<file path="config.mk">
export PLATFORM = sky130hd
export DESIGN_NAME = multicycle_control_fsm_flat
export DESIGN_NICKNAME = d
export VERILOG_FILES = /design/src/rtl/riscv_defs.sv /design/src/rtl/multicycle_control_fsm_if.sv /design/src/rtl/instret_counter.sv /design/src/rtl/multicycle_control_fsm.sv /design/src/flat_wrapper.sv
export SDC_FILE = /design/constraint.sdc
export NUM_CORES = 1
export LEC_CHECK = 0
export BUFFER_PORTS_ARGS = -buffer_cell sky130_fd_sc_hd__buf_2
export CORE_UTILIZATION = 40
export DETAILED_ROUTE_END_ITERATION = 6
export PLACE_DENSITY = 0.75
export SLEW_MARGIN = 10
export SYNTH_ARGS = -nofsm -noshare
export SYNTH_HDL_FRONTEND = slang
export SYNTH_HIERARCHICAL = 1
export SYNTH_SLANG_ARGS = --single-unit
</file>
<file path="constraint.sdc">
create_clock -name clk -period 2.9 [get_ports clk]
set_input_delay 0.145 -clock clk [delete_from_list [all_inputs] [get_ports clk]]
set_output_delay 0.145 -clock clk [all_outputs]
set_load 0.005 [all_outputs]
</file>
<file path="src/rtl/riscv_defs.sv">
// Shared RV32I control definitions: opcodes, ALUOp codes, datapath select codes.
// Latency: n/a (constants, types and one combinational helper).
// Backpressure: n/a.
package riscv_defs;

  // Opcode field IR[6:0]
  localparam logic [6:0] OP_LW  = 7'b0000011;
  localparam logic [6:0] OP_SW  = 7'b0100011;
  localparam logic [6:0] OP_R   = 7'b0110011;
  localparam logic [6:0] OP_I   = 7'b0010011;
  localparam logic [6:0] OP_BEQ = 7'b1100011;
  localparam logic [6:0] OP_JAL = 7'b1101111;

  // ALUOp into the ALU decoder
  localparam logic [1:0] ALUOP_ADD   = 2'b00;
  localparam logic [1:0] ALUOP_SUB   = 2'b01;
  localparam logic [1:0] ALUOP_FUNCT = 2'b10;

  // ResultSrc
  localparam logic [1:0] RES_ALUOUT    = 2'b00;
  localparam logic [1:0] RES_DATA      = 2'b01;
  localparam logic [1:0] RES_ALURESULT = 2'b10;

  // ALUSrcA
  localparam logic [1:0] SRCA_PC    = 2'b00;
  localparam logic [1:0] SRCA_OLDPC = 2'b01;
  localparam logic [1:0] SRCA_RS1   = 2'b10;

  // ALUSrcB
  localparam logic [1:0] SRCB_RS2  = 2'b00;
  localparam logic [1:0] SRCB_IMM  = 2'b01;
  localparam logic [1:0] SRCB_FOUR = 2'b10;

  // Moore part of the control word; everything here is a pure decode of state.
  typedef struct packed {
    logic       mem_req;
    logic       adr_src;
    logic       mem_write;
    logic       pc_update;  // unconditional PC load outside FETCH (JAL)
    logic       branch;     // PC load qualified by the ALU zero flag
    logic       reg_write;
    logic [1:0] result_src;
    logic [1:0] alu_src_a;
    logic [1:0] alu_src_b;
    logic [1:0] alu_op;
  } ctrl_t;

  function automatic logic is_supported(input logic [6:0] op);
    return (op == OP_LW) || (op == OP_SW) || (op == OP_R) ||
           (op == OP_I)  || (op == OP_BEQ) || (op == OP_JAL);
  endfunction

endpackage

</file>
<file path="src/rtl/multicycle_control_fsm_if.sv">
// Control-unit bundle between the main FSM and the datapath/memory side.
// Latency: n/a (wires only).
// Backpressure: mem_req is held until mem_ready; the FSM stalls meanwhile.
// master: FSM side (drives strobes/selects, sees op/zero/mem_ready).
// slave:  datapath side (drives op/zero/mem_ready, sees strobes/selects).
interface multicycle_control_fsm_if;
  logic [6:0] op;
  logic       zero;
  logic       mem_ready;
  logic       mem_req;
  logic       PCWrite;
  logic       AdrSrc;
  logic       MemWrite;
  logic       IRWrite;
  logic [1:0] ResultSrc;
  logic [1:0] ALUSrcA;
  logic [1:0] ALUSrcB;
  logic [1:0] ALUOp;
  logic       RegWrite;
  logic       illegal_instr;
  logic       halted;

  modport master (
    input  op, zero, mem_ready,
    output mem_req, PCWrite, AdrSrc, MemWrite, IRWrite, ResultSrc,
           ALUSrcA, ALUSrcB, ALUOp, RegWrite, illegal_instr, halted
  );

  modport slave (
    output op, zero, mem_ready,
    input  mem_req, PCWrite, AdrSrc, MemWrite, IRWrite, ResultSrc,
           ALUSrcA, ALUSrcB, ALUOp, RegWrite, illegal_instr, halted
  );
endinterface

</file>
<file path="src/rtl/instret_counter.sv">
// Retired-instruction counter: CNT_W-bit enable counter, wraps modulo 2^CNT_W.
// Latency: count visible the cycle after en_i.
// Backpressure: none; en_i is sampled every cycle.
// Ports: clk, rst (async active-high), en_i (increment), cnt_o (count).
module instret_counter #(
  parameter int CNT_W = 32
) (
  input  logic             clk,
  input  logic             rst,
  input  logic             en_i,
  output logic [CNT_W-1:0] cnt_o
);

  logic [CNT_W-1:0] cnt_q;
  logic [CNT_W-1:0] cnt_d;

  assign cnt_d = en_i ? cnt_q + {{(CNT_W-1){1'b0}}, 1'b1} : cnt_q;

  always_ff @(posedge clk or posedge rst) begin
    if (rst) cnt_q <= '0;
    else     cnt_q <= cnt_d;
  end

  assign cnt_o = cnt_q;

endmodule

</file>
<file path="src/rtl/multicycle_control_fsm.sv">
// Main control FSM of the multicycle RV32I core (fetch/decode/execute/mem/writeback).
// Latency: 3 (beq) to 5 (lw) cycles per instruction plus memory wait cycles.
// Backpressure: FETCH/MEMREAD/MEMWRITE hold mem_req and address selects until mem_ready.
// Ports: clk, rst (async active-high); ctl_if (master modport: op/zero/mem_ready in,
//        strobes and mux selects out); instret_o (retired instruction count).
module multicycle_control_fsm
  import riscv_defs::*;
#(
  parameter int CNT_W        = 32,
  parameter bit ILLEGAL_HALT = 1'b0
) (
  input  logic                     clk,
  input  logic                     rst,
  multicycle_control_fsm_if.master ctl_if,
  output logic [CNT_W-1:0]         instret_o
);

  localparam logic [3:0] S_FETCH    = 4'd0;
  localparam logic [3:0] S_DECODE   = 4'd1;
  localparam logic [3:0] S_MEMADR   = 4'd2;
  localparam logic [3:0] S_MEMREAD  = 4'd3;
  localparam logic [3:0] S_MEMWB    = 4'd4;
  localparam logic [3:0] S_MEMWRITE = 4'd5;
  localparam logic [3:0] S_EXECR    = 4'd6;
  localparam logic [3:0] S_EXECI    = 4'd7;
  localparam logic [3:0] S_ALUWB    = 4'd8;
  localparam logic [3:0] S_BEQ      = 4'd9;
  localparam logic [3:0] S_JAL      = 4'd10;
  localparam logic [3:0] S_HALT     = 4'd11;

  logic [3:0] state_q;
  logic [3:0] state_d;
  logic       retire;
  logic       fetch_go;
  logic       illegal;
  ctrl_t      c;

  // Next state and retire strobe
  always_comb begin
    state_d = state_q;
    retire  = 1'b0;
    case (state_q)
      S_FETCH:    if (ctl_if.mem_ready) state_d = S_DECODE;
      S_DECODE: begin
        case (ctl_if.op)
          OP_LW, OP_SW: state_d = S_MEMADR;
          OP_R:         state_d = S_EXECR;
          OP_I:         state_d = S_EXECI;
          OP_BEQ:       state_d = S_BEQ;
          OP_JAL:       state_d = S_JAL;
          default:      state_d = ILLEGAL_HALT ? S_HALT : S_FETCH;
        endcase
      end
      S_MEMADR:   state_d = (ctl_if.op == OP_LW) ? S_MEMREAD : S_MEMWRITE;
      S_MEMREAD:  if (ctl_if.mem_ready) state_d = S_MEMWB;
      S_MEMWB: begin
        state_d = S_FETCH;
        retire  = 1'b1;
      end
      S_MEMWRITE: begin
        if (ctl_if.mem_ready) begin
          state_d = S_FETCH;
          retire  = 1'b1;
        end
      end
      S_EXECR:    state_d = S_ALUWB;
      S_EXECI:    state_d = S_ALUWB;
      S_ALUWB: begin
        state_d = S_FETCH;
        retire  = 1'b1;
      end
      S_BEQ: begin
        state_d = S_FETCH;
        retire  = 1'b1;
      end
      S_JAL:      state_d = S_ALUWB;
      S_HALT:     state_d = S_HALT;
      default:    state_d = S_FETCH;
    endcase
  end

  always_ff @(posedge clk or posedge rst) begin
    if (rst) state_q <= S_FETCH;
    else     state_q <= state_d;
  end

  // Moore control word
  always_comb begin
    c = '0;
    case (state_q)
      S_FETCH: begin
        c.mem_req    = 1'b1;
        c.alu_src_a  = SRCA_PC;
        c.alu_src_b  = SRCB_FOUR;
        c.alu_op     = ALUOP_ADD;
        c.result_src = RES_ALURESULT;
      end
      S_DECODE: begin
        // Computes the branch target early (OldPC + imm) into ALUOut.
        c.alu_src_a = SRCA_OLDPC;
        c.alu_src_b = SRCB_IMM;
        c.alu_op    = ALUOP_ADD;
      end
      S_MEMADR: begin
        c.alu_src_a = SRCA_RS1;
        c.alu_src_b = SRCB_IMM;
        c.alu_op    = ALUOP_ADD;
      end
      S_MEMREAD: begin
        c.mem_req    = 1'b1;
        c.adr_src    = 1'b1;
        c.result_src = RES_ALUOUT;
      end
      S_MEMWB: begin
        c.result_src = RES_DATA;
        c.reg_write  = 1'b1;
      end
      S_MEMWRITE: begin
        c.mem_req   = 1'b1;
        c.adr_src   = 1'b1;
        c.mem_write = 1'b1;
      end
      S_EXECR: begin
        c.alu_src_a = SRCA_RS1;
        c.alu_src_b = SRCB_RS2;
        c.alu_op    = ALUOP_FUNCT;
      end
      S_EXECI: begin
        c.alu_src_a = SRCA_RS1;
        c.alu_src_b = SRCB_IMM;
        c.alu_op    = ALUOP_FUNCT;
      end
      S_ALUWB: begin
        c.result_src = RES_ALUOUT;
        c.reg_write  = 1'b1;
      end
      S_BEQ: begin
        c.alu_src_a  = SRCA_RS1;
        c.alu_src_b  = SRCB_RS2;
        c.alu_op     = ALUOP_SUB;
        c.result_src = RES_ALUOUT;
        c.branch     = 1'b1;
      end
      S_JAL: begin
        // ALUResult = OldPC + 4 is the link value; ALUOut holds the target from DECODE.
        c.alu_src_a  = SRCA_OLDPC;
        c.alu_src_b  = SRCB_FOUR;
        c.alu_op     = ALUOP_ADD;
        c.result_src = RES_ALUOUT;
        c.pc_update  = 1'b1;
      end
      default: c = '0;
    endcase
  end

  assign fetch_go = (state_q == S_FETCH) && ctl_if.mem_ready;
  assign illegal  = (state_q == S_DECODE) && !is_supported(ctl_if.op);

  // Strobes are forced low while rst is asserted: the async reset moves the
  // state to FETCH at once, whose decode would otherwise raise mem_req.
  assign ctl_if.mem_req       = c.mem_req & ~rst;
  assign ctl_if.PCWrite       = (fetch_go | c.pc_update | (c.branch & ctl_if.zero)) & ~rst;
  assign ctl_if.IRWrite       = fetch_go & ~rst;
  assign ctl_if.MemWrite      = c.mem_write & ~rst;
  assign ctl_if.RegWrite      = c.reg_write & ~rst;
  assign ctl_if.illegal_instr = illegal & ~rst;
  assign ctl_if.AdrSrc        = c.adr_src;
  assign ctl_if.ResultSrc     = c.result_src;
  assign ctl_if.ALUSrcA       = c.alu_src_a;
  assign ctl_if.ALUSrcB       = c.alu_src_b;
  assign ctl_if.ALUOp         = c.alu_op;
  assign ctl_if.halted        = (state_q == S_HALT);

  instret_counter #(
    .CNT_W (CNT_W)
  ) u_instret (
    .clk   (clk),
    .rst   (rst),
    .en_i  (retire),
    .cnt_o (instret_o)
  );

endmodule
</file>
<file path="src/flat_wrapper.sv">
// flat-port wrapper written by rule: the top's interface ports become plain ports
module multicycle_control_fsm_flat import riscv_defs::*;
#(
  parameter int CNT_W        = 32,
  parameter bit ILLEGAL_HALT = 1'b0
)
  (clk, rst, instret_o, ctl_if_op, ctl_if_zero, ctl_if_mem_ready, ctl_if_mem_req, ctl_if_PCWrite, ctl_if_AdrSrc, ctl_if_MemWrite, ctl_if_IRWrite, ctl_if_ResultSrc, ctl_if_ALUSrcA, ctl_if_ALUSrcB, ctl_if_ALUOp, ctl_if_RegWrite, ctl_if_illegal_instr, ctl_if_halted);
  multicycle_control_fsm_if ctl_if_i ();
  input  logic clk;
  input  logic rst;
  output logic [CNT_W-1:0] instret_o;
  input wire logic [$bits(ctl_if_i.op)-1:0] ctl_if_op;
  input wire logic [$bits(ctl_if_i.zero)-1:0] ctl_if_zero;
  input wire logic [$bits(ctl_if_i.mem_ready)-1:0] ctl_if_mem_ready;
  output wire logic [$bits(ctl_if_i.mem_req)-1:0] ctl_if_mem_req;
  output wire logic [$bits(ctl_if_i.PCWrite)-1:0] ctl_if_PCWrite;
  output wire logic [$bits(ctl_if_i.AdrSrc)-1:0] ctl_if_AdrSrc;
  output wire logic [$bits(ctl_if_i.MemWrite)-1:0] ctl_if_MemWrite;
  output wire logic [$bits(ctl_if_i.IRWrite)-1:0] ctl_if_IRWrite;
  output wire logic [$bits(ctl_if_i.ResultSrc)-1:0] ctl_if_ResultSrc;
  output wire logic [$bits(ctl_if_i.ALUSrcA)-1:0] ctl_if_ALUSrcA;
  output wire logic [$bits(ctl_if_i.ALUSrcB)-1:0] ctl_if_ALUSrcB;
  output wire logic [$bits(ctl_if_i.ALUOp)-1:0] ctl_if_ALUOp;
  output wire logic [$bits(ctl_if_i.RegWrite)-1:0] ctl_if_RegWrite;
  output wire logic [$bits(ctl_if_i.illegal_instr)-1:0] ctl_if_illegal_instr;
  output wire logic [$bits(ctl_if_i.halted)-1:0] ctl_if_halted;
  assign ctl_if_i.op = ctl_if_op;
  assign ctl_if_i.zero = ctl_if_zero;
  assign ctl_if_i.mem_ready = ctl_if_mem_ready;
  assign ctl_if_mem_req = ctl_if_i.mem_req;
  assign ctl_if_PCWrite = ctl_if_i.PCWrite;
  assign ctl_if_AdrSrc = ctl_if_i.AdrSrc;
  assign ctl_if_MemWrite = ctl_if_i.MemWrite;
  assign ctl_if_IRWrite = ctl_if_i.IRWrite;
  assign ctl_if_ResultSrc = ctl_if_i.ResultSrc;
  assign ctl_if_ALUSrcA = ctl_if_i.ALUSrcA;
  assign ctl_if_ALUSrcB = ctl_if_i.ALUSrcB;
  assign ctl_if_ALUOp = ctl_if_i.ALUOp;
  assign ctl_if_RegWrite = ctl_if_i.RegWrite;
  assign ctl_if_illegal_instr = ctl_if_i.illegal_instr;
  assign ctl_if_halted = ctl_if_i.halted;
  multicycle_control_fsm #(.CNT_W(CNT_W), .ILLEGAL_HALT(ILLEGAL_HALT)) u_core (.clk(clk), .rst(rst), .ctl_if(ctl_if_i), .instret_o(instret_o));
endmodule
</file>
==> flow_summary.toml <==
[yosys]
ys_top_cells_by_count = "dfrtp_1, xor2_1, nand2_1"
synth_top_family_by_area = "simple AND/OR/NAND/NOR gates"
syn-num-nets = 224
syn_inst = 212
async_flop_share_pct = 100.0
synth_top_area_share_pct = 42.38
synth-simple-area-share_pct = 30.55
ys_top_cells_by_area = "dfrtp_1, xor2_1, xnor2_1, nand2_1, nor3_1"
synth-edff-count = 0
synth.most_common_cell = "dfrtp_1"
synth_fa_ha_area_share_pct = 0.5886
yosysTopAreaCell = "dfrtp_1"
synth-seq-area-share_pct = 42.38
synth.distinct_cells = 49
ys.flop_type = "dfrtp_1"
ys_warn_count = 6
netlist_area_um2 = 2126
synth_mux_area_share_pct = 1.942
synth_area_per_cell_um2 = 10.03
synth_xor_area_share_pct = 14.01
synth_seq_cells = 36
synth-compound-area-share_pct = 6.710

[setup_path]
ff2ff_setup_slack_ns = 0.51
path_class = "register to register"
critPathRequiredTime_ns = 3.11
arrival_ns = 2.60
r2r_cells = 7
crit_fanout = 17
timing.rr.end = "u_core/u_instret/cnt_o[25]"
endpoint_kind = "register"
r2r-start = "u_core/state_q[0]"
cp-start-kind = "register"

[outcome]
status = "completed"

[clock_tree]
cts_root_buf = "clkbuf_8"
postCtsSetupRepairBufs = 0
insertion_delay_ns = 0.28
cts_tree = "done"
clk_pin_slew_worst_paths_ns = 0.06
cts_buffers = 5
cts_buffer_depth = 2
cts_sinks = 36
h-tree-depth = 2

[die]
die_h_um = 74.90
io_pins = 59
row_count = 26
initial_core_util_pct = 41.62
die_area_um2 = 5610
fp.dieW_um = 74.90
core_um2 = 5107

[timing]
finalSetupViolations = 0
fmax_ghz = 0.4187
rsz0062_at_grt = "no"
skew_ns = 0.004773
fin_crit_ns = 2.388
finalHoldViolCount = 0
tightest_slew_ns = 0.5081
slew_viol_final = 0
relSlewSlack_pct = 66.13
finalSetupTns_ns = 0
finalCritPeriodShare_pct = 82.35

[finish]
final_cell_area_um2 = 2560
drive_gt1_share_pct = 29.04
areaGrowthSynthToFinish_pct = 20.42
fillers = 487
fin_nets = 283
diodes = 0

[global_route]
grt_max_degree = 33
antenna_found_initial = 0
overflow = 0
grt_pass1_vias = 1515
grt_pass1_wl_um = 6900
grtUsageTotal_pct = 16.04

[drt]
drc_errors = 0
dr_wl_met2_um = 1977
routed.top_layer = "met4"
viasPerCell = 5.047
drt_iter0_markers = 121
wl_met1_um = 2099
routed_wl_um = 4278
wl_per_cell_um = 12.51
ant_nets = 0
wl_met3_um = 171
vias = 1726
first_pass_iters = 4

[pwr]
peakVddDrop_uv = 187.3
p_total_mw = 1.239
p_leak_nw = 1.333
power.density_nw_per_um2 = 484.0

[hold_path]
worstHoldPathType = "input port to register"
hold_start = "ctl_if_op[4]"
whs_path_depth = 3
min_to = "u_core/state_q[0]"

[placement]
portBuffers = 58
dp_hpwl_um = 3209
globalplace.congestion = 0.7762
place_area_um2 = 2460

[job]
cap_violations = 0
-- cells in the final DEF, fill, tap and decap left out, types with 2 or more instances in the layout --
| master | count |
|---|---|
| a21oi_1 | 5 |
| a31oi_1 | 4 |
| and2_1 | 5 |
| and3_1 | 6 |
| and4_1 | 3 |
| and4_4 | 2 |
| buf_2 | 58 |
| buf_4 | 2 |
| clkbuf_1 | 2 |
| clkbuf_8 | 6 |
| dfrtp_1 | 36 |
| inv_1 | 6 |
| mux2i_1 | 3 |
| nand2_1 | 19 |
| nand2b_1 | 6 |
| nand3_1 | 8 |
| nand3b_1 | 2 |
| nand4_1 | 4 |
| nor2_1 | 12 |
| nor3_1 | 13 |
| nor3b_1 | 3 |
| nor4_1 | 3 |
| nor4_4 | 2 |
| nor4b_2 | 2 |
| o21ai_0 | 2 |
| o22a_1 | 2 |
| xnor2_1 | 14 |
| xor2_1 | 20 |
-- registers in the layout (all words and copies together), names as in the netlist --
register,flops
u_core/u_instret/cnt_o,32
u_core/state_q,4
-- final cells by class --
class                   instances  area [um^2]  area share [%]
multi-input cells             161         1144           44.67
flip-flops and latches         36        900.9           35.19
repair buffers                 61        315.3           12.32
clock buffers                   8        90.09           3.519
well taps                      70        87.58           3.421
inverters                       6        22.52          0.8798
-- power breakdown --
group          total (mW)  internal [mW]  switching (mW)
registers           0.601          0.533          0.0673
clock network       0.352          0.193           0.159
logic               0.286          0.147           0.139
-- worst max-delay path, cell delays in order, from the launching register on --
cell      delay, ns
dfrtp_1        0.56
nand2b_2       0.18
nand3b_1       0.08
a21oi_1        0.39
and4_2         0.40
nand3_4        0.16
nor4_1         0.36
xor2_1         0.17
-- metal layers --
metal / GRT usage (%) / up-vias
met5: 0 / -
met4: 4.822 / 0
met3: 3.614 / 3
met2: 24.12 / 42
met1: 23.01 / 811
li1: - / 870
-- per-stage QoR --
stage               setup WS, ns  cells  utilization [%]  hold WS [ns]
detailed placement        0.5486    333            48.16        0.1255
floorplan                 0.7271    212                -      -0.08361
global placement          0.5845    333            48.16        0.1209
finish                    0.5118    342            50.12        0.2312
global route              0.2872    342            50.12        0.2497
CTS                       0.5374    342            50.12        0.2175
-- worst max path at each step --
stage	from	end	slack, ns	cells after the start
floorplan	u_core/state_q[3]	u_core/u_instret/cnt_o[25]	0.73	8
global placement	u_core/state_q[0]	u_core/u_instret/cnt_o[25]	0.58	7
detailed placement	u_core/state_q[0]	u_core/u_instret/cnt_o[25]	0.55	7
CTS	u_core/state_q[0]	u_core/u_instret/cnt_o[25]	0.54	7
global route	u_core/state_q[0]	u_core/u_instret/cnt_o[25]	0.29	7
finish	u_core/state_q[0]	u_core/u_instret/cnt_o[25]	0.51	7
-- logic make-up (layout without fill, tap and decap cells) --
| group | count (synthesis) | in the layout |
|---|---|---|
| flip-flops | 36 | 36 |
| XOR/XNOR | 34 | 34 |
| buffers and inverters | 15 | 75 |
| AND/OR/NAND/NOR | 101 | 101 |
| multiplexers | 4 | 4 |
| adder cells (fa/ha/maj) | 1 | 1 |
| AO/OA/AOI/OAI | 21 | 21 |
-- timing repair --
item / CTS / global route
hold endpoints to repair: 4 / 0
hold buffers: 1 / 0
resized for setup: 0 / 0
(Power assumes the default switching activity.)
